===== src/rtl/parking_slot_controller.sv =====
// -----------------------------------------------------------------------------
// parking_slot_controller
//   Owns the parking occupancy register and serialises every update to it.
//   Entry and exit gates use a 4-phase req/ack handshake. When both gates
//   request in the same cycle, a toggling priority bit picks the side
//   (exit first after reset).
//   Entry takes the lowest-index free space. Exit releases a space only when
//   the given location is one-hot and currently occupied.
//   Each update is applied as occupancy ^ one-hot location.
//   Optional feature macro: PARK_STATS_EN builds saturating entry/reject
//   counters. When it is undefined, those outputs are tied to zero.
// -----------------------------------------------------------------------------
module parking_slot_controller #(
    parameter int N_SPOTS = 8,
    parameter int CNT_W   = $clog2(N_SPOTS + 1)
) (
    input  logic               clk,
    input  logic               rst_n,
    input  logic               entry_req,
    output logic               entry_ack,
    output logic               entry_reject,
    output logic [N_SPOTS-1:0] entry_loc,
    input  logic               exit_req,
    input  logic [N_SPOTS-1:0] exit_loc,
    output logic               exit_ack,
    output logic               exit_err,
    output logic [N_SPOTS-1:0] occupancy,
    output logic [CNT_W-1:0]   free_count,
    output logic               full,
    output logic               empty,
    output logic [15:0]        entry_total,
    output logic [15:0]        reject_total
);

    typedef enum logic [1:0] {
        IDLE        = 2'd0,
        SERVE_ENTRY = 2'd1,
        SERVE_EXIT  = 2'd2,
        WAIT_DROP   = 2'd3
    } state_t;

    localparam logic [CNT_W-1:0]   FULL_CNT  = CNT_W'(N_SPOTS);
    localparam logic [N_SPOTS-1:0] ZERO_LOC  = {N_SPOTS{1'b0}};
    localparam logic [N_SPOTS-1:0] ONE_LOC   = N_SPOTS'(1);

    // Number of set bits in an occupancy-sized vector.
    function automatic logic [CNT_W-1:0] popcount(input logic [N_SPOTS-1:0] v);
        logic [CNT_W-1:0] c;
        c = {CNT_W{1'b0}};
        for (int i = 0; i < N_SPOTS; i++) begin
            c = c + CNT_W'(v[i]);
        end
        return c;
    endfunction

    // True when exactly one bit of v is set.
    function automatic logic is_one_hot(input logic [N_SPOTS-1:0] v);
        return (v != ZERO_LOC) && ((v & (v - ONE_LOC)) == ZERO_LOC);
    endfunction

    // One-hot of the lowest clear bit of occ. This is zero when occ is all ones,
    // because the +1 wraps to zero.
    function automatic logic [N_SPOTS-1:0] lowest_free(input logic [N_SPOTS-1:0] occ);
        return (~occ) & (occ + ONE_LOC);
    endfunction

    state_t             state_r;
    logic               served_entry_r;   // 1: the transaction in flight is an entry
    logic               prio_entry_r;     // 1: entry wins the next tie, 0: exit wins
    logic               entry_ack_r;
    logic               entry_reject_r;
    logic [N_SPOTS-1:0] entry_loc_r;
    logic               exit_ack_r;
    logic               exit_err_r;
    logic [N_SPOTS-1:0] occupancy_r;
    logic [CNT_W-1:0]   free_count_r;
    logic               full_r;
    logic               empty_r;

    logic [N_SPOTS-1:0] free_pick_s;
    logic               exit_ok_s;
    logic [N_SPOTS-1:0] upd_loc_s;
    logic [N_SPOTS-1:0] occ_next_s;
    logic               served_req_s;

    // Next occupancy: at most one XOR update, and only in a serve state.
    always_comb begin
        free_pick_s  = lowest_free(occupancy_r);
        exit_ok_s    = is_one_hot(exit_loc) && ((exit_loc & occupancy_r) != ZERO_LOC);
        upd_loc_s    = ZERO_LOC;
        served_req_s = served_entry_r ? entry_req : exit_req;
        case (state_r)
            SERVE_ENTRY: begin
                upd_loc_s = free_pick_s;
            end
            SERVE_EXIT: begin
                if (exit_ok_s) begin
                    upd_loc_s = exit_loc;
                end else begin
                    upd_loc_s = ZERO_LOC;
                end
            end
            default: begin
                upd_loc_s = ZERO_LOC;
            end
        endcase
        occ_next_s = occupancy_r ^ upd_loc_s;
    end

    // Handshake FSM. It also registers occupancy and the status flags derived
    // from the next occupancy value, so the flags never lag occupancy.
    always_ff @(posedge clk or negedge rst_n) begin
        if (!rst_n) begin
            state_r        <= IDLE;
            served_entry_r <= 1'b0;
            prio_entry_r   <= 1'b0;
            entry_ack_r    <= 1'b0;
            entry_reject_r <= 1'b0;
            entry_loc_r    <= ZERO_LOC;
            exit_ack_r     <= 1'b0;
            exit_err_r     <= 1'b0;
            occupancy_r    <= ZERO_LOC;
            free_count_r   <= FULL_CNT;
            full_r         <= 1'b0;
            empty_r        <= 1'b1;
        end else begin
            occupancy_r  <= occ_next_s;
            free_count_r <= FULL_CNT - popcount(occ_next_s);
            full_r       <= &occ_next_s;
            empty_r      <= ~|occ_next_s;
            case (state_r)
                IDLE: begin
                    if (entry_req && exit_req) begin
                        if (prio_entry_r) begin
                            state_r        <= SERVE_ENTRY;
                            served_entry_r <= 1'b1;
                        end else begin
                            state_r        <= SERVE_EXIT;
                            served_entry_r <= 1'b0;
                        end
                        prio_entry_r <= ~prio_entry_r;
                    end else if (entry_req) begin
                        state_r        <= SERVE_ENTRY;
                        served_entry_r <= 1'b1;
                    end else if (exit_req) begin
                        state_r        <= SERVE_EXIT;
                        served_entry_r <= 1'b0;
                    end else begin
                        state_r <= IDLE;
                    end
                end
                SERVE_ENTRY: begin
                    entry_ack_r    <= 1'b1;
                    entry_reject_r <= (free_pick_s == ZERO_LOC);
                    entry_loc_r    <= free_pick_s;
                    state_r        <= WAIT_DROP;
                end
                SERVE_EXIT: begin
                    exit_ack_r <= 1'b1;
                    exit_err_r <= ~exit_ok_s;
                    state_r    <= WAIT_DROP;
                end
                WAIT_DROP: begin
                    if (!served_req_s) begin
                        entry_ack_r    <= 1'b0;
                        entry_reject_r <= 1'b0;
                        entry_loc_r    <= ZERO_LOC;
                        exit_ack_r     <= 1'b0;
                        exit_err_r     <= 1'b0;
                        state_r        <= IDLE;
                    end else begin
                        state_r <= WAIT_DROP;
                    end
                end
                default: begin
                    entry_ack_r    <= 1'b0;
                    entry_reject_r <= 1'b0;
                    entry_loc_r    <= ZERO_LOC;
                    exit_ack_r     <= 1'b0;
                    exit_err_r     <= 1'b0;
                    state_r        <= IDLE;
                end
            endcase
        end
    end

`ifdef PARK_STATS_EN
    logic [15:0] entry_total_r;
    logic [15:0] reject_total_r;

    // Saturating counters of accepted and rejected entries.
    always_ff @(posedge clk or negedge rst_n) begin
        if (!rst_n) begin
            entry_total_r  <= 16'h0000;
            reject_total_r <= 16'h0000;
        end else if (state_r == SERVE_ENTRY) begin
            if (free_pick_s != ZERO_LOC) begin
                if (entry_total_r != 16'hFFFF) begin
                    entry_total_r <= entry_total_r + 16'h0001;
                end else begin
                    entry_total_r <= entry_total_r;
                end
            end else begin
                if (reject_total_r != 16'hFFFF) begin
                    reject_total_r <= reject_total_r + 16'h0001;
                end else begin
                    reject_total_r <= reject_total_r;
                end
            end
        end else begin
            entry_total_r  <= entry_total_r;
            reject_total_r <= reject_total_r;
        end
    end

    assign entry_total  = entry_total_r;
    assign reject_total = reject_total_r;
`else
    assign entry_total  = 16'h0000;
    assign reject_total = 16'h0000;
`endif

    assign entry_ack    = entry_ack_r;
    assign entry_reject = entry_reject_r;
    assign entry_loc    = entry_loc_r;
    assign exit_ack     = exit_ack_r;
    assign exit_err     = exit_err_r;
    assign occupancy    = occupancy_r;
    assign free_count   = free_count_r;
    assign full         = full_r;
    assign empty        = empty_r;

endmodule


===== config.mk =====
export PLATFORM = sky130hd
export DESIGN_NAME = parking_slot_controller
export DESIGN_NICKNAME = d
export VERILOG_FILES = /design/src/rtl/parking_slot_controller.sv
export SDC_FILE = /design/constraint.sdc
export NUM_CORES = 1
export LEC_CHECK = 0
export ABC_AREA = 1
export BUFFER_PORTS_ARGS = -buffer_cell sky130_fd_sc_hd__buf_2
export CAP_MARGIN = 10
export CORE_MARGIN = 2
export CORE_UTILIZATION = 38
export CTS_BUF_LIST = sky130_fd_sc_hd__clkbuf_8 sky130_fd_sc_hd__clkbuf_16
export CTS_CLUSTER_SIZE = 25
export DETAILED_ROUTE_END_ITERATION = 16
export SETUP_SLACK_MARGIN = 0.4
export SLEW_MARGIN = 5
export SYNTH_ARGS = -nofsm -noshare
export SYNTH_HDL_FRONTEND = slang
export SYNTH_SLANG_ARGS = --single-unit

===== constraint.sdc =====
create_clock -name clk -period 4.4 [get_ports clk]
set_input_delay 0.22 -clock clk [delete_from_list [all_inputs] [get_ports clk]]
set_output_delay 0.22 -clock clk [all_outputs]
set_load 0.02 [all_outputs]

# Word level (Yosys, flattened, before mapping)
# Index checks and enable logic that the tools add are counted.
# W data, S select, Z words.
dict set report word_totals {
  word_cells 72
  regBits 30
  input_bits 12
  output_inout_bits 58
}
dict set report op_classes {
  add_sub_neg 10
  bitwise_logic 7
  n_mux 20
  n_reduce_logical 19
  n_eq_ne 4
}
# operator n
set op_table {}
lappend op_table {{$pmux W8 S2} 2}
lappend op_table {{$and A8 B8 Y8} 3}
lappend op_table {{$add A4 B1 Y4} 4}
lappend op_table {{$logic_not A8 Y1} 2}
lappend op_table {{$mux W8} 2}
lappend op_table {{$reduce_bool A8 Y1} 2}
lappend op_table {{$mux W2} 5}
lappend op_table {{$add A8 B1 Y8 const B} 1}
lappend op_table {{$not A8 Y8} 1}
lappend op_table {{$pmux W1 S2} 4}
lappend op_table {{$reduce_and A2 Y1} 4}
lappend op_table {{$reduce_and A8 Y1} 1}
lappend op_table {{$reduce_or A8 Y1} 1}
lappend op_table {{$sub A8 B1 Y8 const B} 1}
lappend op_table {{$xor A8 B8 Y8} 1}
lappend op_table {{$mux W1} 6}
lappend op_table {{$pmux W2 S3} 1}
lappend op_table {{$add A3 B1 Y4} 1}
lappend op_table {{$eq A2 B2 Y1 const B} 2}
lappend op_table {{$reduce_bool A2 Y1} 2}
lappend op_table {{$sub A4 B4 Y4 const A} 1}
lappend op_table {{$add A2 B1 Y3} 1}
lappend op_table {{$logic_and A1 B1 Y1} 3}
lappend op_table {{$reduce_bool A3 Y1} 1}
lappend op_table {{other kinds (7)} 8}

# Longest topological paths before layout
# Gate-level depths: netlist of the first run.
dict set report depth {
  ltp_word 16
  ltp_mapped 20
  depth_no_buf 19
}

# Worst setup path after synthesis of the first run
# Ideal clock, no wire load.
dict set report synth_timing {
  path_type {flip-flop to flip-flop}
  startpoint {reg occupancy_r[0] (netlist: occupancy[0])}
  endpoint {reg free_count_r[2] (netlist: free_count[2])}
  required_ns 4.274
  arrival_ns 3.436
  path_stages_with_launch 19
  period_less_slack_ns 3.562
  path_slack_ns 0.838
  n_path_buf 1
  cell_sequence {dfrtp_1 -> buf_4 -> nand2_1 -> nand2_1 -> inv_1 -> nand2_1 -> nor2_1 -> nor2_4 -> nand3_4 -> inv_2 -> nand3_1 -> o21ai_1 -> nand2_1 -> xor2_1 -> fa_1 -> ha_1 -> fa_1 -> fa_1 -> ha_1}
}
dict set report synth_between {
  elab_chain_cells 14
  elab_cells_between_ends 17
  classes_between {add/sub (9); mux (2); bitwise (4); reduce/logical (2)}
}
# element line
set synth_lines {}
lappend synth_lines {{start, declared} 75} ;# logic [N_SPOTS-1:0] occupancy_r;
lappend synth_lines {{start signal, assigned} 127} ;# occupancy_r <= occ_next_s;
lappend synth_lines {{parallel branches: the longest is 5 deep, another holds $add A8 B1 Y8} n/a}
lappend synth_lines {{$xor A8 B8 Y8 *} 107} ;# occ_next_s = occupancy_r ^ upd_loc_s;
lappend synth_lines {{$add A1 B1 Y2} 51} ;# c = c + CNT_W'(v[i]);
lappend synth_lines {{$add A2 B1 Y3} 51}
lappend synth_lines {{$add A3 B1 Y4} 51}
lappend synth_lines {{$add A4 B1 Y4 (3 in series)} 51}
lappend synth_lines {{$add A4 B1 Y4 *} 51}
lappend synth_lines {{$sub A4 B4 Y4 *} 128} ;# free_count_r <= FULL_CNT - popcount(occ_next_s);
lappend synth_lines {{end signal, assigned} 128}
lappend synth_lines {{end, declared} 76} ;# logic [CNT_W-1:0] free_count_r;
# Mark *: on every way between the ends.
# A chain may end at the register's enable or synchronous reset.

# Worst setup path after layout of the first run
# Ends and elaborated chain as after synthesis.

==> results.yml, run 1 <==
setup_path:
  critical_path_class: "reg2reg"
  slowest_stage: "dfrtp_1"
  path_max_fanout: 9
  rrSetupSlack_ns: 0.75
  critical_path.startpoint_type: "register"
  worst_ep_required_time_ns: 4.57
  r2r_start: "occupancy[0]"
  crit_buf_inv: 2
  cpPeakStageDelay_ns: 0.51
  cp_cell_sequence: "nand2_1 > nand2_1 > inv_1 > nand2_1 > nor2_1 > nor2_4 > nand3_4 > inv_2 > nand3_1 > o21ai_1 > nand2_1 > xor2_1 > fa_1 > ha_1 > fa_1 > fa_1 > ha_1"
  crit_top_cell: "nand2_1"
  critical_path.startpoint: "occupancy[0]"
  critPathCaptureType: "register"
  arrival_ns: 3.82
  path_delay_family: "adder cells"
drt:
  drt_iter0_drc: 142
  drc_errors: 0
  vias: 1733
  wl_per_cell_um: 11.0
  drt_wl_total_mm: 4.33
  via_per_inst: 4.41
  first_pass_iters: 4
  drtAntennaViolNets: 0
placed_design:
  numPortBuffers: 37
  dpl.hpwl_mm: 3.40
  gp_congestion: 0.808
  dp_cells: 384
  dpl_cell_area_um2: 2310
global_routing:
  use_met2: 0.242
  grt_first_pass_wirelength_mm: 7.45
  met1_usage: 0.206
  antenna_found_initial: 0
  grt_use_total: 0.152
  busiest_layer: "met2"
  grt_max_degree: 31
  use_met3: 0.0294
  grt_pass1_vias: 1548
  globalRouteOverflowTotal: 0
floorplanning:
  dieHeight_um: 79.6
  dieArea_um2: 6340
  io_pins: 70
  fp.dieW_um: 79.6
  start_util: 0.394
  core_um2: 5510
  rows: 27
pwr:
  power.density_nw_per_um2: 623
  p_sw_frac: 0.496
  ir_drop_uv: 421
  pwr-share-clk: 0.136
  seqPwrFrac: 0.305
  p_leak_nw: 1.29
  p_int_uw: 755
  pwr-share-comb: 0.559
  p_switching_uw: 743
sta:
  relSlewSlack: 0.555
  worst_pin_slew_ns: 0.668
  max_freq_ghz: 0.274
  setup_violations: 0
  tns_ns: 0
  fin_crit_sh: 0.829
  hold_violations: 0
  min_period_ns: 3.65
  rsz0062_at_grt: "false"
  slew_viol_final: 0
  skew_ns: 0.00672
clock_network:
  cts_max_level: 2
  cts_tree: "done"
  ctsRootBufferMaster: "clkbuf_8"
  cts.sinks: 30
  clk_pin_slew_ns: 0.06
  cts_buffer_depth: 2
  clk_latency_ns: 0.28
  cts_made_buffers: 5
cells_and_area:
  nFillCells: 585
  fin_nets: 346
  final_area_um2: 2400
  n_antenna_cell: 0
  fin_util: 0.436
  area_delta_synth_final_pct: 10.7
  layout-drive-gt1-share: 0.224
  finalNonFillerCells: 393
yosys:
  netlist_top_cells_area: "dfrtp_1, nand2_1, buf_4"
  synth_cell_types: 29
  synth_top_area_cell: "dfrtp_1"
  synth_area_per_cell_um2: 7.76
  yosysSeqAreaShare: 0.347
  ys_ff_latch: 30
  syn_inst: 280
  yosysTopAreaCellShare: 0.323
  synth_area_um2: 2170
  yosysWarnings: 0
flow_run:
  max_cap_violations: 0
run_status:
  status: "finished, final reports clean"
min_path:
  min_from: "exit_req"
  hp-class: "in2reg"
stage by stage:
step / hold WS (ns) / setup WS, ns / power, mW
after floorplan: -0.0756 / 0.838 / 1.11
after global placement: 0.297 / 0.769 / 1.30
after detailed placement: 0.306 / 0.738 / 1.31
after CTS: 0.244 / 0.702 / 1.52
after global routing: 0.279 / 0.403 / 1.69
final: 0.253 / 0.754 / 1.50
cell usage in the layout, fill, tap and decap left out, types with 2 or more instances in the layout:
master,instances
a21oi_1,2
buf_2,37
clkbuf_8,5
conb_1,32
dfrtp_1,28
dfstp_2,2
fa_1,3
ha_1,11
inv_1,31
inv_2,6
nand2_1,81
nand2_2,6
nand3_1,17
nand4_1,9
nor2_1,13
nor2_2,3
nor2_4,6
o21ai_0,12
o21ai_1,2
o21ai_2,2
o31ai_1,2
xor2_1,2
final timing paths:
kind	to	depth (start not counted)
setup / recovery	free_count[2]	17
hold / removal	state_r[1]	3
setup reg to reg	free_count[2]	17
hold reg to reg	entry_ack	2
max in group asynchronous	entry_loc[6]	2
min in group asynchronous	prio_entry_r	2
final cells by class:
class | instances | area, um2 | share of cell area
clock buffers | 5 | 68.8 | 0.0286
repair buffers | 39 | 203 | 0.0843
flip-flops and latches | 30 | 753 | 0.313
clock inverters | 3 | 11.3 | 0.00469
multi-input cells | 209 | 1150 | 0.477
well taps | 72 | 90.1 | 0.0375
inverters | 35 | 131 | 0.0547
state kept, by name, summed over array words and instances (netlist names):
name,flops
empty,1
entry_ack,1
occupancy,8
entry_reject,1
prio_entry_r,1
exit_ack,1
state_r,2
exit_err,1
free_count,4
served_entry_r,1
entry_loc,8
full,1
repair_timing:
item | CTS | global route
setup buffers | 0 | 0
hold endpoints to repair | 7 | 0
hold buffers | 1 | 0
endpoints found under the setup margin | 0 | 1
resized for setup | 0 | 1
power groups by stage:
stage / sequential [mW] / clock, mW / combinational [mW]
CTS: 0.456 / 0.212 / 0.855
finish: 0.457 / 0.204 / 0.837
global route: 0.469 / 0.233 / 0.985
detailed placement: 0.460 / 0 / 0.847
floorplan: 0.526 / 0 / 0.584
global placement: 0.458 / 0 / 0.843
worst register-to-register path, stage by stage (launching register included):
cell	delay (ns)
dfrtp_1	0.51
nand2_1	0.09
nand2_1	0.07
inv_1	0.03
nand2_1	0.05
nor2_1	0.06
nor2_4	0.13
nand3_4	0.13
inv_2	0.08
nand3_1	0.06
o21ai_1	0.08
nand2_1	0.07
xor2_1	0.31
fa_1	0.46
ha_1	0.21
fa_1	0.48
fa_1	0.43
ha_1	0.28
logic make-up (layout without fill, tap and decap cells):
family	count (synthesis)	count (layout)	synth area share
AOI/OAI and AO/OA	23	23	0.0709
and+or+nand+nor	137	137	0.295
adders and majority gates	14	14	0.0910
DFF	30	30	0.347
xor gates and xnor gates	3	3	0.0121
buffers and inverters	72	82	0.183
other	1	32	0.00173
cells in the mapped netlist (all sizes together):
| library cell | number |
|---|---|
| clkbuf | 2 |
| nor2 | 22 |
| nor3 | 1 |
| o21ai | 16 |
| a21oi | 2 |
| clkinv | 1 |
| nand3 | 18 |
| dfrtp | 28 |
| buf | 35 |
| dfstp | 2 |
| ha | 11 |
| nand4 | 9 |
| o31ai | 2 |
| o22ai | 2 |
| fa | 3 |
| nand2 | 87 |
| conb | 1 |
| xor2 | 3 |
| o41ai | 1 |
| inv | 34 |
routing by layer:
metal  wire (um)  vias up
met1        2010      782
met4          14        0
li1            -      897
met2        2080       52
met3         220        2
met5           0        -
Power figures use the tool's default switching activity.
==> run 2, diff against run 1 <==
- clock period: 4.4 -> 3.7 ns (I/O delays scaled with it)
==> results.yml, run 2 (synthesis gave the netlist of run 1 again) <==
global_routing:
  grt_first_pass_wirelength_mm: 7.71
  grt_max_degree: 31
  antenna_found_initial: 0
  grt_pass1_vias: 1628
  grt_use_total: 0.159
  globalRouteOverflowTotal: 0
flow_run:
  max_cap_violations: 0
sta:
  skew_ns: 0.00590
  worst_pin_slew_ns: 0.689
  fin_crit_sh: 0.880
  hold_ws_ns: 0.213
  slew_viol_final: 0
  setup_violations: 0
  relSlewSlack: 0.541
  rsz0062_at_grt: "true"
  max_freq_ghz: 0.307
  hold_violations: 0
  tns_ns: 0
  min_period_ns: 3.26
min_path:
  hold-path-endpoint: "state_r[1]"
  min_from: "exit_req"
  hp-class: "in2reg"
  holdPathStages: 3
placed_design:
  numPortBuffers: 37
  gp_congestion: 0.870
  dpl.hpwl_mm: 3.67
  dp_cells: 388
clock_network:
  cts_buffer_depth: 2
  ctsRootBufferMaster: "clkbuf_8"
  cts.sinks: 30
  cts_tree: "done"
  cts_made_buffers: 5
  clk_pin_slew_ns: 0.06
  clk_latency_ns: 0.28
  cts_max_level: 2
setup_path:
  rr_worst_depth: 17
  critPathCaptureType: "register"
  worstReg2RegEnd: "free_count[2]"
  r2r_start: "occupancy[1]"
  worst_ep_required_time_ns: 3.87
  critical_path_class: "reg2reg"
  arrival_ns: 3.42
  path_max_fanout: 4
  rrSetupSlack_ns: 0.44
  critical_path.startpoint_type: "register"
floorplanning:
  fp.dieW_um: 79.6
  dieArea_um2: 6340
  core_um2: 5510
  start_util: 0.394
  rows: 27
  dieHeight_um: 79.6
  io_pins: 70
cells_and_area:
  layout-drive-gt1-share: 0.290
  n_antenna_cell: 0
  area_delta_synth_final_pct: 17.3
  final_cell_mix: "nand2_1, buf_2, conb_1, inv_1, dfrtp_1"
  final_common_cell: "nand2_1"
  finalNonFillerCells: 406
  fin_nets: 359
pwr:
  p_leak_nw: 1.35
  power.density_nw_per_um2: 759
  ir_drop_uv: 359
drt:
  drt_iter0_drc: 121
  drc_errors: 0
  first_pass_iters: 5
  vias: 1837
  via_per_inst: 4.52
  drtAntennaViolNets: 0
  wl_per_cell_um: 11.7
  drt_wl_total_mm: 4.74
run_status:
  status: "finished, final reports clean"
run 2: cell types whose count changed in the layout (fill, tap and decap cells not counted), sizes merged:
cell,before,now
clkinv,1,2
clkbuf,5,6
buf,38,51
inv,37,35
run 2: how the worst max path moves through the flow:
stage / startpoint / end / slack, ns / cells past startpoint
finish: occupancy[1] / free_count[2] / 0.44 / 17
global placement: occupancy[3] / free_count[2] / 0.36 / 17
detailed placement: occupancy[0] / free_count[2] / 0.29 / 17
floorplan: occupancy[0] / free_count[2] / 0.40 / 18
global route: occupancy[3] / free_count[2] / 0.28 / 17
CTS: occupancy[1] / free_count[2] / 0.42 / 17
run 2: repair_timing:
action / in CTS / in global routing
buffers inserted: 9 / 0
pin swaps: 2 / 1
endpoints found under the setup margin: 1 / 3
hold endpoints to repair: 28 / 0
hold buffers: 1 / 0
resized for setup: 1 / 2
run 2: power breakdown:
part           switching (mW)  total, mW  internal, mW
registers              0.0640      0.518         0.454
logic                   0.739       1.15         0.408
clock network           0.121      0.268         0.147
total                   0.924       1.93          1.01
run 2: layout make-up:
cell class / instances / area [um2]
inverters: 35 / 131
clock inverters: 2 / 8.76
clock buffers: 6 / 82.6
multi-input cells: 209 / 1180
repair buffers: 52 / 300
well taps: 72 / 90.1
flip-flops and latches: 30 / 758
fillers: 563 / 2960
run 2: critical path: stages, from the launching register on:
cell     delay, ns
dfrtp_2       0.40
nand2_1       0.06
nand2_1       0.05
inv_1         0.03
nand2_1       0.06
nor2_2        0.05
nor2_4        0.16
nand3_4       0.10
inv_2         0.07
nand3_1       0.06
o21ai_1       0.08
nand2_1       0.10
xor2_2        0.18
fa_1          0.54
ha_2          0.18
fa_1          0.42
fa_2          0.34
ha_1          0.27
run 2: per-layer routing:
layer	global-route usage	up-vias	part of all wire
li1	-	918	-
met1	0.197	850	0.43
met2	0.271	62	0.49
met3	0.0328	7	0.058
met4	0.0621	0	0.018
met5	0	-	0
run 2: through the flow:
step	power (mW)	util	setup slack [ns]	cell area, um2
floorplan	1.34	-	0.404	2320
global placement	1.61	0.429	0.363	2360
detailed placement	1.62	0.429	0.294	2360
CTS	1.96	0.460	0.417	2530
global route	2.13	0.463	0.283	2550
finish	1.93	0.463	0.443	2550
